File: src/rtl/uart_pkg.sv
// Definitions shared by the transmit- and receive-side UART byte queues.
package uart_pkg;

    localparam int DATA_W = 8;

    typedef enum logic [1:0] {
        ST_IDLE = 2'b00,
        ST_LOAD = 2'b01,
        ST_WAIT = 2'b10
    } q_state_e;

endpackage

File: src/rtl/uart_tx_queue_if.sv
// Processor-side push port plus Transmitter hand-off signals of the TX byte queue.
interface uart_tx_queue_if #(parameter int ADDR_W = 4);
    import uart_pkg::*;

    logic              WR_EN;
    logic [DATA_W-1:0] WR_DATA;
    logic              FULL;
    logic              EMPTY;
    logic [ADDR_W:0]   COUNT;
    logic              OVERFLOW;
    logic [DATA_W-1:0] LINEOUT;
    logic              TXSTART;
    logic              TXDONE;
    logic              BUSY;

    modport master (
        output WR_EN, WR_DATA, TXDONE,
        input  FULL, EMPTY, COUNT, OVERFLOW, LINEOUT, TXSTART, BUSY
    );

    modport slave (
        input  WR_EN, WR_DATA, TXDONE,
        output FULL, EMPTY, COUNT, OVERFLOW, LINEOUT, TXSTART, BUSY
    );

endinterface

File: src/rtl/uart_sync_fifo.sv
// Single-clock byte FIFO with occupancy count and one-cycle overflow pulse.
module uart_sync_fifo
    import uart_pkg::*;
#(
    parameter int DEPTH  = 16,
    parameter int ADDR_W = $clog2(DEPTH)
) (
    input  logic              CLOCK,
    input  logic              RESET,
    input  logic              push_i,
    input  logic              pop_i,
    input  logic [DATA_W-1:0] din_i,
    output logic [DATA_W-1:0] dout_o,
    output logic [ADDR_W:0]   count_o,
    output logic              full_o,
    output logic              empty_o,
    output logic              overflow_o
);

    localparam logic [ADDR_W-1:0] PTR_ONE = ADDR_W'(1);
    localparam logic [ADDR_W:0]   CNT_ONE = (ADDR_W+1)'(1);
    localparam logic [ADDR_W:0]   CNT_MAX = (ADDR_W+1)'(DEPTH);

    logic [DATA_W-1:0] mem_q [DEPTH];
    logic [ADDR_W-1:0] wr_ptr_q, wr_ptr_d;
    logic [ADDR_W-1:0] rd_ptr_q, rd_ptr_d;
    logic [ADDR_W:0]   count_q, count_d;
    logic              overflow_q, overflow_d;
    logic              accept;
    logic              take;

    assign full_o     = (count_q == CNT_MAX);
    assign empty_o    = (count_q == '0);
    assign count_o    = count_q;
    assign overflow_o = overflow_q;
    assign dout_o     = mem_q[rd_ptr_q];

    // FULL comes from the registered count, so a same-edge pop never frees room for a write.
    assign accept = push_i && !full_o;
    assign take   = pop_i && !empty_o;

    always_comb begin
        wr_ptr_d   = accept ? wr_ptr_q + PTR_ONE : wr_ptr_q;
        rd_ptr_d   = take ? rd_ptr_q + PTR_ONE : rd_ptr_q;
        overflow_d = push_i && full_o;
        unique case ({accept, take})
            2'b10:   count_d = count_q + CNT_ONE;
            2'b01:   count_d = count_q - CNT_ONE;
            default: count_d = count_q;
        endcase
    end

    // NOTE: state registers use non-blocking assignments so every flop samples pre-edge values.
    always_ff @(posedge CLOCK or posedge RESET) begin
        if (RESET) begin
            wr_ptr_q   <= '0;
            rd_ptr_q   <= '0;
            count_q    <= '0;
            overflow_q <= 1'b0;
        end else begin
            wr_ptr_q   <= wr_ptr_d;
            rd_ptr_q   <= rd_ptr_d;
            count_q    <= count_d;
            overflow_q <= overflow_d;
        end
    end

    // NOTE: storage is deliberately not reset; pointers and count alone decide what is valid.
    always_ff @(posedge CLOCK) begin
        if (accept) begin
            mem_q[wr_ptr_q] <= din_i;
        end
    end

endmodule

File: src/rtl/uart_tx_queue.sv
// TX byte queue: buffers processor writes and hands them to the UART Transmitter one frame at a time.
module uart_tx_queue
    import uart_pkg::*;
#(
    parameter int DEPTH  = 16,
    parameter int ADDR_W = $clog2(DEPTH)
) (
    input logic            CLOCK,
    input logic            RESET,
    uart_tx_queue_if.slave q
);

    q_state_e          state_q, state_d;
    logic [DATA_W-1:0] lineout_q, lineout_d;
    logic [DATA_W-1:0] fifo_dout;
    logic              fifo_empty;
    logic              pop;
    logic              txstart;

    uart_sync_fifo #(
        .DEPTH  (DEPTH),
        .ADDR_W (ADDR_W)
    ) u_fifo (
        .CLOCK      (CLOCK),
        .RESET      (RESET),
        .push_i     (q.WR_EN),
        .pop_i      (pop),
        .din_i      (q.WR_DATA),
        .dout_o     (fifo_dout),
        .count_o    (q.COUNT),
        .full_o     (q.FULL),
        .empty_o    (fifo_empty),
        .overflow_o (q.OVERFLOW)
    );

    // NOTE: every signal gets a default first so no path through the case can infer a latch.
    always_comb begin
        state_d   = state_q;
        lineout_d = lineout_q;
        pop       = 1'b0;
        txstart   = 1'b0;
        unique case (state_q)
            ST_IDLE: begin
                if (!fifo_empty) begin
                    pop       = 1'b1;
                    lineout_d = fifo_dout;
                    state_d   = ST_LOAD;
                end
            end
            ST_LOAD: begin
                txstart = 1'b1;
                state_d = ST_WAIT;
            end
            ST_WAIT: begin
                if (q.TXDONE) begin
                    state_d = ST_IDLE;
                end
            end
            default: state_d = ST_IDLE;
        endcase
    end

    always_ff @(posedge CLOCK or posedge RESET) begin
        if (RESET) begin
            state_q   <= ST_IDLE;
            lineout_q <= '0;
        end else begin
            state_q   <= state_d;
            lineout_q <= lineout_d;
        end
    end

    assign q.EMPTY   = fifo_empty;
    assign q.LINEOUT = lineout_q;
    assign q.TXSTART = txstart;
    assign q.BUSY    = (state_q != ST_IDLE);

endmodule

File: src/flat_wrapper.sv
// flat-port wrapper written by rule: the top's interface ports become plain ports
module uart_tx_queue_flat import uart_pkg::*;
#(
    parameter int DEPTH  = 16,
    parameter int ADDR_W = $clog2(DEPTH)
)
  (CLOCK, RESET, q_WR_EN, q_WR_DATA, q_TXDONE, q_FULL, q_EMPTY, q_COUNT, q_OVERFLOW, q_LINEOUT, q_TXSTART, q_BUSY);
  uart_tx_queue_if #(.ADDR_W(ADDR_W)) q_i ();
  input logic CLOCK;
  input logic RESET;
  input wire logic [$bits(q_i.WR_EN)-1:0] q_WR_EN;
  input wire logic [$bits(q_i.WR_DATA)-1:0] q_WR_DATA;
  input wire logic [$bits(q_i.TXDONE)-1:0] q_TXDONE;
  output wire logic [$bits(q_i.FULL)-1:0] q_FULL;
  output wire logic [$bits(q_i.EMPTY)-1:0] q_EMPTY;
  output wire logic [$bits(q_i.COUNT)-1:0] q_COUNT;
  output wire logic [$bits(q_i.OVERFLOW)-1:0] q_OVERFLOW;
  output wire logic [$bits(q_i.LINEOUT)-1:0] q_LINEOUT;
  output wire logic [$bits(q_i.TXSTART)-1:0] q_TXSTART;
  output wire logic [$bits(q_i.BUSY)-1:0] q_BUSY;
  assign q_i.WR_EN = q_WR_EN;
  assign q_i.WR_DATA = q_WR_DATA;
  assign q_i.TXDONE = q_TXDONE;
  assign q_FULL = q_i.FULL;
  assign q_EMPTY = q_i.EMPTY;
  assign q_COUNT = q_i.COUNT;
  assign q_OVERFLOW = q_i.OVERFLOW;
  assign q_LINEOUT = q_i.LINEOUT;
  assign q_TXSTART = q_i.TXSTART;
  assign q_BUSY = q_i.BUSY;
  uart_tx_queue #(.DEPTH(DEPTH), .ADDR_W(ADDR_W)) u_core (.CLOCK(CLOCK), .RESET(RESET), .q(q_i));
endmodule
File: config.mk
export PLATFORM = sky130hd
export DESIGN_NAME = uart_tx_queue_flat
export DESIGN_NICKNAME = d
export VERILOG_FILES = /design/src/rtl/uart_pkg.sv /design/src/rtl/uart_tx_queue_if.sv /design/src/rtl/uart_sync_fifo.sv /design/src/rtl/uart_tx_queue.sv /design/src/flat_wrapper.sv
export SDC_FILE = /design/constraint.sdc
export NUM_CORES = 1
export LEC_CHECK = 0
export ABC_CLOCK_PERIOD_IN_PS = 4550
export BUFFER_PORTS_ARGS = -buffer_cell sky130_fd_sc_hd__buf_4
export CAP_MARGIN = 20
export CORE_MARGIN = 2
export CORE_UTILIZATION = 40
export CTS_CLUSTER_SIZE = 30
export DETAILED_ROUTE_END_ITERATION = 6
export SLEW_MARGIN = 20
export SYNTH_ARGS = -nofsm -noshare
export SYNTH_HDL_FRONTEND = slang
export SYNTH_HIERARCHICAL = 1
export SYNTH_SLANG_ARGS = --single-unit
File: constraint.sdc
create_clock -name CLOCK -period 4.55 [get_ports CLOCK]
set_input_delay 0.455 -clock CLOCK [delete_from_list [all_inputs] [get_ports CLOCK]]
set_output_delay 0.455 -clock CLOCK [all_outputs]
set_load 0.005 [all_outputs]
==> results.json <==
{
  "status": "finished, final reports clean",
  "numCtsBuffers": 17,
  "critPathKind": "register to register",
  "p_per_area_nw_per_um2": 689,
  "synth_top_cell_area_share_pct": 61.9,
  "insertion_delay_ns": 0.43,
  "endpoint_kind": "register",
  "drc": 0,
  "hold_viol_final": 0,
  "cp_max_fo": 9,
  "hpwl_mm": 7.80,
  "finalClockSkew_ns": 0.0106,
  "core_area_sq_um": 15200,
  "die-area_sq_um": 16500,
  "drv_cap": 0,
  "ys_seq_area_share_pct": 71.6,
  "fin_hold_ws_ns": 0.0174,
  "power.internal_mw": 3.47,
  "vias_per_cell": 5.29,
  "place_congestion": 0.750,
  "post_drt_wl_per_cell_um": 21.2,
  "rrSetupSlack_ns": 1.24,
  "cp-start-kind": "register",
  "grt_pass1_wl_mm": 19.3,
  "synth_warnings": 6,
  "vias": 3160,
  "die_x_um": 129,
  "post-route-min-period_ns": 3.31,
  "antenna_found_initial": 0,
  "syn-num-nets": 382,
  "syn_inst": 360,
  "ctsHtreeMaxLevel": 4,
  "rsz0062_at_grt": "no",
  "reg2reg_from": "u_core/u_fifo/count_o[0]",
  "p_sw_share_pct": 30.5,
  "grt_max_degree": 52,
  "die_y_um": 129,
  "slew_headroom_pct": 30.9,
  "vdd_drop_max_uv": 426,
  "crit_start": "u_core/u_fifo/count_o[0]",
  "grt_pass1_vias": 3212,
  "p_seq_share_pct": 39.1,
  "slew_viol_final": 0,
  "r2r-end": "u_core/u_fifo/count_o[4]",
  "layout.cells.non_filler": 597,
  "worst_pin_slew_ns": 1.04,
  "drt_iter0_markers": 336,
  "area_delta_synth_final_pct": 16.6,
  "post-route-util_pct": 47.6,
  "synthDistinctLibCells": 38,
  "dp_cells": 565,
  "arrival_ns": 3.62,
  "cts_tree": "built",
  "netlist_area_sq_um": 6210,
  "setup_tns_ns": 0,
  "combPwrFrac_pct": 29.7,
  "fin_crit_sh_pct": 72.8,
  "ys_ff_latch": 152,
  "rows": 45,
  "grt_use_total_pct": 16.7,
  "first_pass_iters": 5,
  "clk_pin_slew_ns": 0.06,
  "p_sw_mw": 1.52,
  "floorplan.initialDensity_pct": 40.8,
  "yosysTopAreaCell": "edfxtp_1",
  "layout.nets": 418,
  "setup_viol": 0,
  "diodes": 0,
  "clock_path_buffers": 2,
  "drt-total-wl_mm": 12.7,
  "cts_hold_buf": 0,
  "critPathRequiredTime_ns": 4.86,
  "final_common_cell": "edfxtp_1",
  "drive_above_1_share_pct": 25.2,
  "r2r_cells": 12,
  "syn_avg_cell_area_sq_um": 17.2,
  "power_frac_clock_pct": 31.2,
  "worstHoldPathType": "input port to async pin",
  "num_io_pins": 30,
  "ys_top_cells_by_area": "edfxtp_1, dfrtp_1, mux4_2",
  "clockRootBuffer": "clkbuf_16",
  "post_cts_buffers": 0,
  "port_buffers": 29,
  "layout_common_cells": "edfxtp_1, buf_4, mux2i_1, dfrtp_1, o21ai_0",
  "cts_resized": 0,
  "clock-sinks": 152,
  "antenna_left": 0,
  "power.static_leakage_nw": 2.61,
  "grt-ovfl-total": 0,
  "max_freq_ghz": 0.302
}
-- metal layers --
| metal | global-route usage (%) | up-vias | part of all wire (%) |
|---|---|---|---|
| li1 | - | 1458 | - |
| met1 | 23.5 | 1602 | 45 |
| met2 | 24.9 | 91 | 48 |
| met3 | 4.41 | 9 | 5.6 |
| met4 | 6.52 | 0 | 1.4 |
| met5 | 0 | - | 0 |
-- worst max-delay path, stage by stage (launching register included) --
cell and delay, ns:
dfrtp_1 0.44, nor4_2 0.09, and2b_1 0.23, nor3_4 0.36, nor2b_1 0.44, ha_1 0.32
inv_1 0.10, fa_1 0.41, nor2b_1 0.12, o21ai_0 0.11, nand3_1 0.10, or3b_1 0.36
xnor2_1 0.13
-- cell usage after synthesis --
cell type and n:
o21ai_0 20, nor3_1 5, and2b_2 1, buf_2 4, a22oi_1 8, nor4_2 1, a21oi_1 10, edfxtp_1 128
buf_4 2, nor3_4 1, buf_1 2, or2_2 1, xnor2_1 7, nor2b_1 3, mux2_2 16, and2b_1 1
mux2_4 1, nand2_1 18, xor2_1 3, fa_1 1, nor2_1 13, inv_1 10, ha_1 9, nand2b_1 2
dfrtp_1 24, nand4_1 1, clkbuf_1 4, buf_6 6, nand2_4 1, mux4_2 16, a21o_2 1, nand3_1 2
and2_1 2, mux2i_1 25, a221oi_1 8, a21o_1 1, or3b_1 1, and3_1 1
-- cell type report --
class	instances	area, sq um
Fill cell	1273	7960
Sequential cell	152	4450
Multi-Input combinational cell	180	1600
Clock buffer	17	425
Timing Repair Buffer	35	263
Tap cell	188	235
Clock inverter	15	231
Inverter	10	37.5
-- cell families (layout without fill, tap and decap cells) --
family / after synthesis / in the layout / synth area share [%]
muxes: 58 / 58 / 13.0
and+or+nand+nor: 54 / 54 / 4.49
buffers and inverters: 28 / 77 / 2.62
xor gates and xnor gates: 10 / 10 / 1.41
AOI/OAI and AO/OA: 48 / 48 / 4.78
DFF: 152 / 152 / 71.6
adders and majority gates: 10 / 10 / 2.14
-- through the flow --
step | power [mW] | instance area, sq um | setup slack (ns)
final | 4.99 | 7240 | 1.24
after global routing | 5.27 | 7240 | 0.982
after CTS | 5.04 | 7240 | 1.22
after detailed placement | 3.48 | 6580 | 1.24
after global placement | 3.44 | 6580 | 1.32
after floorplan | 3.02 | 6210 | 1.68
-- power by group through the flow --
stage / combinational (mW) / sequential [mW] / clock [mW]
finish: 1.48 / 1.95 / 1.56
global route: 1.64 / 1.98 / 1.65
CTS: 1.50 / 1.95 / 1.58
detailed placement: 1.49 / 1.98 / 0
global placement: 1.47 / 1.97 / 0
floorplan: 1.15 / 1.87 / 0
-- state kept, by name (all words and copies together) (netlist names) --
| register | flops |
|---|---|
| u_core/u_fifo/mem_q | 128 |
| u_core/q.LINEOUT | 8 |
| u_core/u_fifo/count_o | 5 |
| u_core/u_fifo/rd_ptr_q | 4 |
| u_core/u_fifo/wr_ptr_q | 4 |
| u_core/state_q | 2 |
| u_core/u_fifo/overflow_o | 1 |
-- worst max path at each step --
| stage | end |
|---|---|
| floorplan | u_core/u_fifo/count_o[4] |
| global placement | u_core/u_fifo/count_o[4] |
| detailed placement | u_core/u_fifo/count_o[4] |
| CTS | u_core/u_fifo/count_o[4] |
| global route | u_core/u_fifo/count_o[4] |
| finish | u_core/u_fifo/count_o[4] |
Note: power is estimated with default switching activity, not from simulation.
